[src/rtl/wb_commit_queue_pkg.sv]
// ============================================================================
// Module  : wb_commit_queue_pkg
// Purpose : Shared register-file defines plus the writeback-queue entry record
//           and sizing constants used by wb_commit_queue.
// Ports   : none (package)
// Revision: 1.0 - initial release
// ============================================================================
`default_nettype none

`ifndef WB_SHARED_DEFINES
`define WB_SHARED_DEFINES
`define RstEnable    1'b0
`define RstDisable   1'b1
`define WriteEnable  1'b1
`define WriteDisable 1'b0
`define ZeroWord     32'h00000000
`define RegBus       31:0
`define RegAddrBus   4:0
// Writeback-queue sizing
`define WcqDepth     8
`define WcqTagW      3
// Entry record layout, LSB first: pend, wdata, waddr, we, valid
`define WcqEntPend   0
`define WcqEntData   32:1
`define WcqEntAddr   37:33
`define WcqEntWe     38
`define WcqEntValid  39
`define WcqEntryW    40
`endif

package wb_commit_queue_pkg;

  localparam int WCQ_DEPTH = `WcqDepth;
  localparam int WCQ_TAG_W = `WcqTagW;

  // Declaration order gives the bit layout described by the WcqEnt* defines.
  typedef struct packed {
    logic              valid;
    logic              we;
    logic [`RegAddrBus] waddr;
    logic [`RegBus]     wdata;
    logic              pend;
  } wcq_entry_t;

endpackage

`default_nettype wire

[src/rtl/wb_commit_queue.sv]
// ============================================================================
// Module  : wb_commit_queue
// Purpose : In-order dual-issue writeback queue feeding the two write ports
//           of the general register file. Slot0 is older than slot1. Loads
//           are held pending until filled by tag. Up to two completed
//           entries drain per cycle; the older goes to port 1, the younger
//           to port 2.
// Ports   : clk, rst (async, active low), flush
//           in_valid0/1, in_we0/1, in_waddr0/1, in_wdata0/1, in_pend0/1
//           in_ready, alloc_tag0/1
//           fill_valid, fill_tag, fill_data
//           we1/waddr1/wdata1, we2/waddr2/wdata2
//           count, empty
// Revision: 1.0 - initial release
// ============================================================================
`default_nettype none

module wb_commit_queue
  import wb_commit_queue_pkg::*;
#(
  parameter int DEPTH = WCQ_DEPTH,
  parameter int TAG_W = WCQ_TAG_W
) (
  input  logic               clk,
  input  logic               rst,
  input  logic               flush,
  input  logic               in_valid0,
  input  logic               in_valid1,
  input  logic               in_we0,
  input  logic               in_we1,
  input  logic [`RegAddrBus] in_waddr0,
  input  logic [`RegAddrBus] in_waddr1,
  input  logic [`RegBus]     in_wdata0,
  input  logic [`RegBus]     in_wdata1,
  input  logic               in_pend0,
  input  logic               in_pend1,
  output logic               in_ready,
  output logic [TAG_W-1:0]   alloc_tag0,
  output logic [TAG_W-1:0]   alloc_tag1,
  input  logic               fill_valid,
  input  logic [TAG_W-1:0]   fill_tag,
  input  logic [`RegBus]     fill_data,
  output logic               we1,
  output logic [`RegAddrBus] waddr1,
  output logic [`RegBus]     wdata1,
  output logic               we2,
  output logic [`RegAddrBus] waddr2,
  output logic [`RegBus]     wdata2,
  output logic [TAG_W:0]     count,
  output logic               empty
);

  localparam logic [TAG_W:0] c_ready_max = (TAG_W+1)'(DEPTH - 2);

  wcq_entry_t       r_ent [DEPTH];
  logic [TAG_W-1:0] r_head;
  logic [TAG_W-1:0] r_tail;
  logic [TAG_W:0]   r_count;

  logic             w_ready;
  logic             w_acc0;
  logic             w_acc1;
  logic [TAG_W-1:0] w_head1;
  logic [TAG_W-1:0] w_tail1;
  wcq_entry_t       w_h0;
  wcq_entry_t       w_h1;
  logic             w_ret1;
  logic             w_ret2;
  logic [1:0]       w_nenq;
  logic [1:0]       w_ndeq;
  wcq_entry_t       w_slot0;
  wcq_entry_t       w_slot1;
  wcq_entry_t       w_first;
  logic             w_fill_hit;

  // Readiness looks only at the registered count, so drain never feeds back
  // into the issue stage combinationally.
  assign w_ready = (r_count <= c_ready_max);
  assign w_acc0  = in_valid0 & w_ready & ~flush;
  assign w_acc1  = in_valid1 & w_ready & ~flush;
  assign w_nenq  = {1'b0, w_acc0} + {1'b0, w_acc1};

  assign w_head1 = r_head + TAG_W'(1);
  assign w_tail1 = r_tail + TAG_W'(1);

  assign w_h0 = r_ent[r_head];
  assign w_h1 = r_ent[w_head1];

  // Port 2 only ever retires behind port 1 to keep program order.
  assign w_ret1 = ~flush & w_h0.valid & ~w_h0.pend;
  assign w_ret2 = w_ret1 & w_h1.valid & ~w_h1.pend;
  assign w_ndeq = {1'b0, w_ret1} + {1'b0, w_ret2};

  // Pending results carry no data yet; store zero until the fill arrives.
  assign w_slot0 = '{valid: 1'b1, we: in_we0, waddr: in_waddr0,
                     wdata: in_pend0 ? `ZeroWord : in_wdata0, pend: in_pend0};
  assign w_slot1 = '{valid: 1'b1, we: in_we1, waddr: in_waddr1,
                     wdata: in_pend1 ? `ZeroWord : in_wdata1, pend: in_pend1};
  // Compaction: a lone slot1 takes the tail position.
  assign w_first = w_acc0 ? w_slot0 : w_slot1;

  assign w_fill_hit = fill_valid & r_ent[fill_tag].valid & r_ent[fill_tag].pend;

  // Fill targets pending entries, retire targets ready ones and enqueue
  // targets free slots, so the three updates never touch the same entry.
  always_ff @(posedge clk or negedge rst) begin
    if (rst == `RstEnable) begin
      for (int i = 0; i < DEPTH; i++) r_ent[i] <= '0;
      r_head  <= '0;
      r_tail  <= '0;
      r_count <= '0;
    end else if (flush) begin
      for (int i = 0; i < DEPTH; i++) r_ent[i] <= '0;
      r_head  <= '0;
      r_tail  <= '0;
      r_count <= '0;
    end else begin
      if (w_fill_hit) begin
        r_ent[fill_tag].wdata <= fill_data;
        r_ent[fill_tag].pend  <= 1'b0;
      end
      if (w_ret1) r_ent[r_head].valid  <= 1'b0;
      if (w_ret2) r_ent[w_head1].valid <= 1'b0;
      if (w_acc0 | w_acc1) r_ent[r_tail]  <= w_first;
      if (w_acc0 & w_acc1) r_ent[w_tail1] <= w_slot1;
      r_head  <= r_head + TAG_W'(w_ndeq);
      r_tail  <= r_tail + TAG_W'(w_nenq);
      r_count <= r_count + (TAG_W+1)'(w_nenq) - (TAG_W+1)'(w_ndeq);
    end
  end

  always_comb begin
    we1    = `WriteDisable;
    waddr1 = '0;
    wdata1 = `ZeroWord;
    we2    = `WriteDisable;
    waddr2 = '0;
    wdata2 = `ZeroWord;
    if (w_ret1) begin
      we1    = w_h0.we;
      waddr1 = w_h0.waddr;
      wdata1 = w_h0.wdata;
    end
    if (w_ret2) begin
      we2    = w_h1.we;
      waddr2 = w_h1.waddr;
      wdata2 = w_h1.wdata;
    end
  end

  assign in_ready   = w_ready;
  assign alloc_tag0 = r_tail;
  assign alloc_tag1 = w_tail1;
  assign count      = r_count;
  assign empty      = (r_count == '0);

endmodule

`default_nettype wire

[config.mk]
export PLATFORM = sky130hd
export DESIGN_NAME = wb_commit_queue
export DESIGN_NICKNAME = d
export VERILOG_FILES = /design/src/rtl/wb_commit_queue_pkg.sv /design/src/rtl/wb_commit_queue.sv
export SDC_FILE = /design/constraint.sdc
export NUM_CORES = 1
export LEC_CHECK = 0
export ABC_CLOCK_PERIOD_IN_PS = 4400
export CORE_MARGIN = 2
export CORE_UTILIZATION = 40
export CTS_CLUSTER_SIZE = 40
export DETAILED_ROUTE_END_ITERATION = 12
export PLACE_DENSITY = 0.63
export SLEW_MARGIN = 20
export SYNTH_ARGS = -nofsm -noshare
export SYNTH_HDL_FRONTEND = slang
export SYNTH_SLANG_ARGS = --single-unit
[constraint.sdc]
create_clock -name clk -period 4.4 [get_ports clk]
set_input_delay 0.44 -clock clk [delete_from_list [all_inputs] [get_ports clk]]
set_output_delay 0.44 -clock clk [all_outputs]
set_load 0.005 [all_outputs]
==> summary.txt <==
Global route
  – GR Util met2: 54.5%
  – Initial antenna violation count: 0
  – First-pass GRT wire length: 162,000 microns
  – Vias in the first global route: 23,600
  – Met1 usage: 49.7%
  – Grt peak-use layer: met2
  – GRT Residual Overflow: 0
  – GR Layer Usage met3: 11.4%
  – GRT Util Overall: 38.1%
  – Largest net degree at the start of global routing: 111

Power
  – Clk pwr share: 30.8%
  – Peak supply drop: 0.000218 V
  – Gate power share: 34.9%
  – Leak: 9.76 nW
  – P_sw: 0.00397 W
  – Internal Power: 0.00645 W
  – Pwr Density: 391 mW/mm^2
  – Sw Share: 38.1%
  – Seq pwr share: 34.2%
  – Pwr Total: 0.0104 W

Setup path
  – Worst setup EP type: output pin
  – WP data required: 3.96 ns
  – Crit path max fanout: 14
  – CP Launch Type: flop
  – Flop2flop setup slack: 0.54 ns
  – RR Endpoint: count[3]
  – R2R cell count: 15
  – FF-to-FF Start: r_head[0]
  – Kind of critical path: reg2out
  – Critical Path AT: 3.91 ns

Hold path
  – Hold-critical path depth: 2
  – Min-Delay Startpoint: flush
  – Min-delay worst type: in2reg
  – Hold Path End: count[3]

STA
  – Period minus WS final: 4.35 ns
  – Final max-slew violation count: 0
  – Max Clock Freq: 230 MHz
  – Worst Max-Slew Pin Slew: 1.06 ns
  – Finish-stage setup viols: 0
  – RSZ-0062 raised after global routing: false
  – Relative slew slack: 29.1%
  – Final hold vios: 0
  – Clock Skews: 0.0297 ns
  – Worst hold slack: 0.232 ns
  – Final WS setup: 0.0452 ns
  – Setup TNS: 0 ns
  – Fin crit share: 99.0%

Clock tree
  – TritonCTS clock tree: yes
  – Clock Path Buffers: 3
  – CTS buffer count: 39
  – Clock Latency Late Sink: 0.58 ns
  – Root buf cell: clkbuf_16
  – Clock slew at reported path FFs: 0.06 ns
  – H-Tree Depth: 2
  – CTS sink cnt: 330

Detailed routing
  – Detail Route Antenna Nets: 0
  – DR pass1 iterations: 7
  – Drt total wl: 113,000 microns
  – Vias: 24,500
  – # DRC: 0
  – Routed length per instance: 34.6 microns
  – Initial DRC count: 4,505
  – Vias/cell: 7.53

Synth
  – Post-Syn Area per Cell: 9.27 sq um
  – Synth cell types: 70
  – Syn nets: 2,544
  – Post-synthesis cell count: 2,408
  – Synth Register Bits: 330
  – Top FF cell, synth: dfrtp_1
  – Async S/R FF share, synth: 100%
  – EDFF count, synth: 0
  – Mapped cell area: 0.0223 sq mm
  – Synth Warn #: 0
  – Register area share after synthesis: 37.0%

Final layout
  – Area grow syn2layout: 19.4%
  – Nets@finish: 2,616
  – Layout fillers: 5,190
  – Final Util: 48.4%
  – Layout cells sized above 1: 11.1%

Place
  – GPL Wtd Cong: 0.948
  – Place WS: 0.460 ns
  – Detailed placer's ending HPWL: 67,600 microns
  – Buffers on Ports: 206

Floorplanning
  – Core area: 0.0551 sq mm
  – Full die area: 0.0577 sq mm
  – # IOs: 207
  – Horiz. Die Dim: 240 microns
  – Initial Util: 40.5%
  – Die Y: 240 microns
  – Num rows: 86

Run status
  – Status: finished, final reports clean

Run
  – Maxcap violations: 0
[worst max path at each step]
| stage | from | end | slack (ns) | depth (start not counted) |
|---|---|---|---|---|
| 3_3_place_gp | r_head[0] | wdata2[2] | 0.53 | 8 |
| 6_report | r_head[0] | wdata2[2] | 0.05 | 9 |
| 2_1_floorplan | r_head[0] | count[3] | 0.70 | 17 |
| 4_1_cts | r_head[0] | wdata2[0] | 0.01 | 9 |
| 3_5_place_dp | r_head[0] | wdata2[2] | 0.46 | 8 |
| 5_1_grt | r_head[0] | wdata1[24] | 0.0007 | 9 |
[flip-flops by register name, summed over array words and instances, names as in the netlist]
register,cells
alloc_tag0,3
count,4
r_ent,320
r_head,3
[synthesized netlist by cell type (all sizes together), types with 73 or more instances]
cell type / instances / area [sq um]
nand2: 130 / 488
a221o: 130 / 1300
a221oi: 128 / 1200
dfrtp: 330 / 8260
o22ai: 170 / 1060
clkbuf: 254 / 985
o221ai: 82 / 724
a21oi: 165 / 826
mux2i: 255 / 2550
a31oi: 73 / 457
o21ai: 143 / 716
nor2: 106 / 398
[timing repair]
| item | in CTS | in global routing |
|---|---|---|
| gates resized for setup | 3 | 8 |
| endpoints found under the setup margin | 3 | 15 |
| hold buffers | 1 | 0 |
| buffers inserted | 2 | 0 |
| hold endpoints to repair | 85 | 0 |
| cloned | 0 | 0 |
[critical path, stage by stage (launching register included)]
cell and delay, ns:
dfrtp_2 0.43, inv_1 0.10, buf_4 0.24, nor2_1 0.09, buf_4 0.28, nand2_1 0.51
buf_4 0.40, o22ai_1 0.15, nor4_2 0.51, clkdlybuf4s50_1 0.61
[through the flow]
| stage | instance area, sq um | instances |
|---|---|---|
| after detailed placement | 25400 | 3184 |
| after global placement | 25400 | 3184 |
| after CTS | 26600 | 3254 |
| final | 26700 | 3255 |
| after global routing | 26700 | 3254 |
| after floorplan | 22300 | 2408 |
[per-layer routing]
layer	routed length, microns	vias up
li1	-	9699
met1	40900	11700
met2	46800	2473
met3	16400	625
met5	0	-
met4	8400	0
[kinds of logic after synthesis]
group / synth area share (%)
xor gates and xnor gates: 0.342
buffers and inverters: 6.28
adders and majority gates: 1.09
DFF: 37.0
AOI/OAI and AO/OA: 31.6
muxes: 12.7
and+or+nand+nor: 11.0
[cells in the final DEF (no fill, tap or decap), types with 6 or more instances in the layout]
| master | count |
|---|---|
| nand3b_1 | 8 |
| o221ai_1 | 81 |
| inv_1 | 23 |
| a31oi_1 | 72 |
| a221oi_2 | 13 |
| nor4_4 | 7 |
| dfrtp_1 | 328 |
| nor3_2 | 9 |
| clkbuf_16 | 39 |
| o21ai_0 | 143 |
| a221o_1 | 130 |
| nor2b_1 | 41 |
| clkinv_2 | 10 |
| ha_1 | 13 |
| a21oi_1 | 165 |
| clkbuf_8 | 7 |
| buf_4 | 105 |
| mux2i_1 | 255 |
| buf_12 | 17 |
| mux2_2 | 11 |
| nor2_1 | 99 |
| nand2b_1 | 41 |
| a2111oi_0 | 13 |
| nor3_1 | 38 |
| nand2_1 | 128 |
| nor2_4 | 7 |
| clkbuf_1 | 9 |
| a32oi_1 | 17 |
| nor4_1 | 27 |
| nand3_2 | 11 |
| nor4_2 | 7 |
| o22ai_1 | 170 |
| o22a_1 | 32 |
| clkdlybuf4s50_1 | 203 |
| or4_1 | 21 |
| nand3_1 | 9 |
| a221oi_1 | 115 |
| mux4_2 | 6 |
[area by class of cell]
class	count	area (sq um)	share of cell area (%)
clock buffers	55	1110	4.15
well taps	748	936	3.51
clock inverters	12	92.6	0.347
flip-flops and latches	330	8260	31.0
inverters	27	105	0.394
repair buffers	330	3210	12.1
diodes	1	2.50	0.00939
multi-input cells	1752	12900	48.5
[power by group through the flow]
stage	combinational (W)	clock [W]	sequential [W]
floorplan	0.00199	0	0.00351
global placement	0.00344	0	0.00359
detailed placement	0.00346	0	0.00359
CTS	0.00347	0.00320	0.00354
global route	0.00376	0.00333	0.00358
finish	0.00364	0.00321	0.00357
Note: power is estimated with default switching activity, not from simulation.
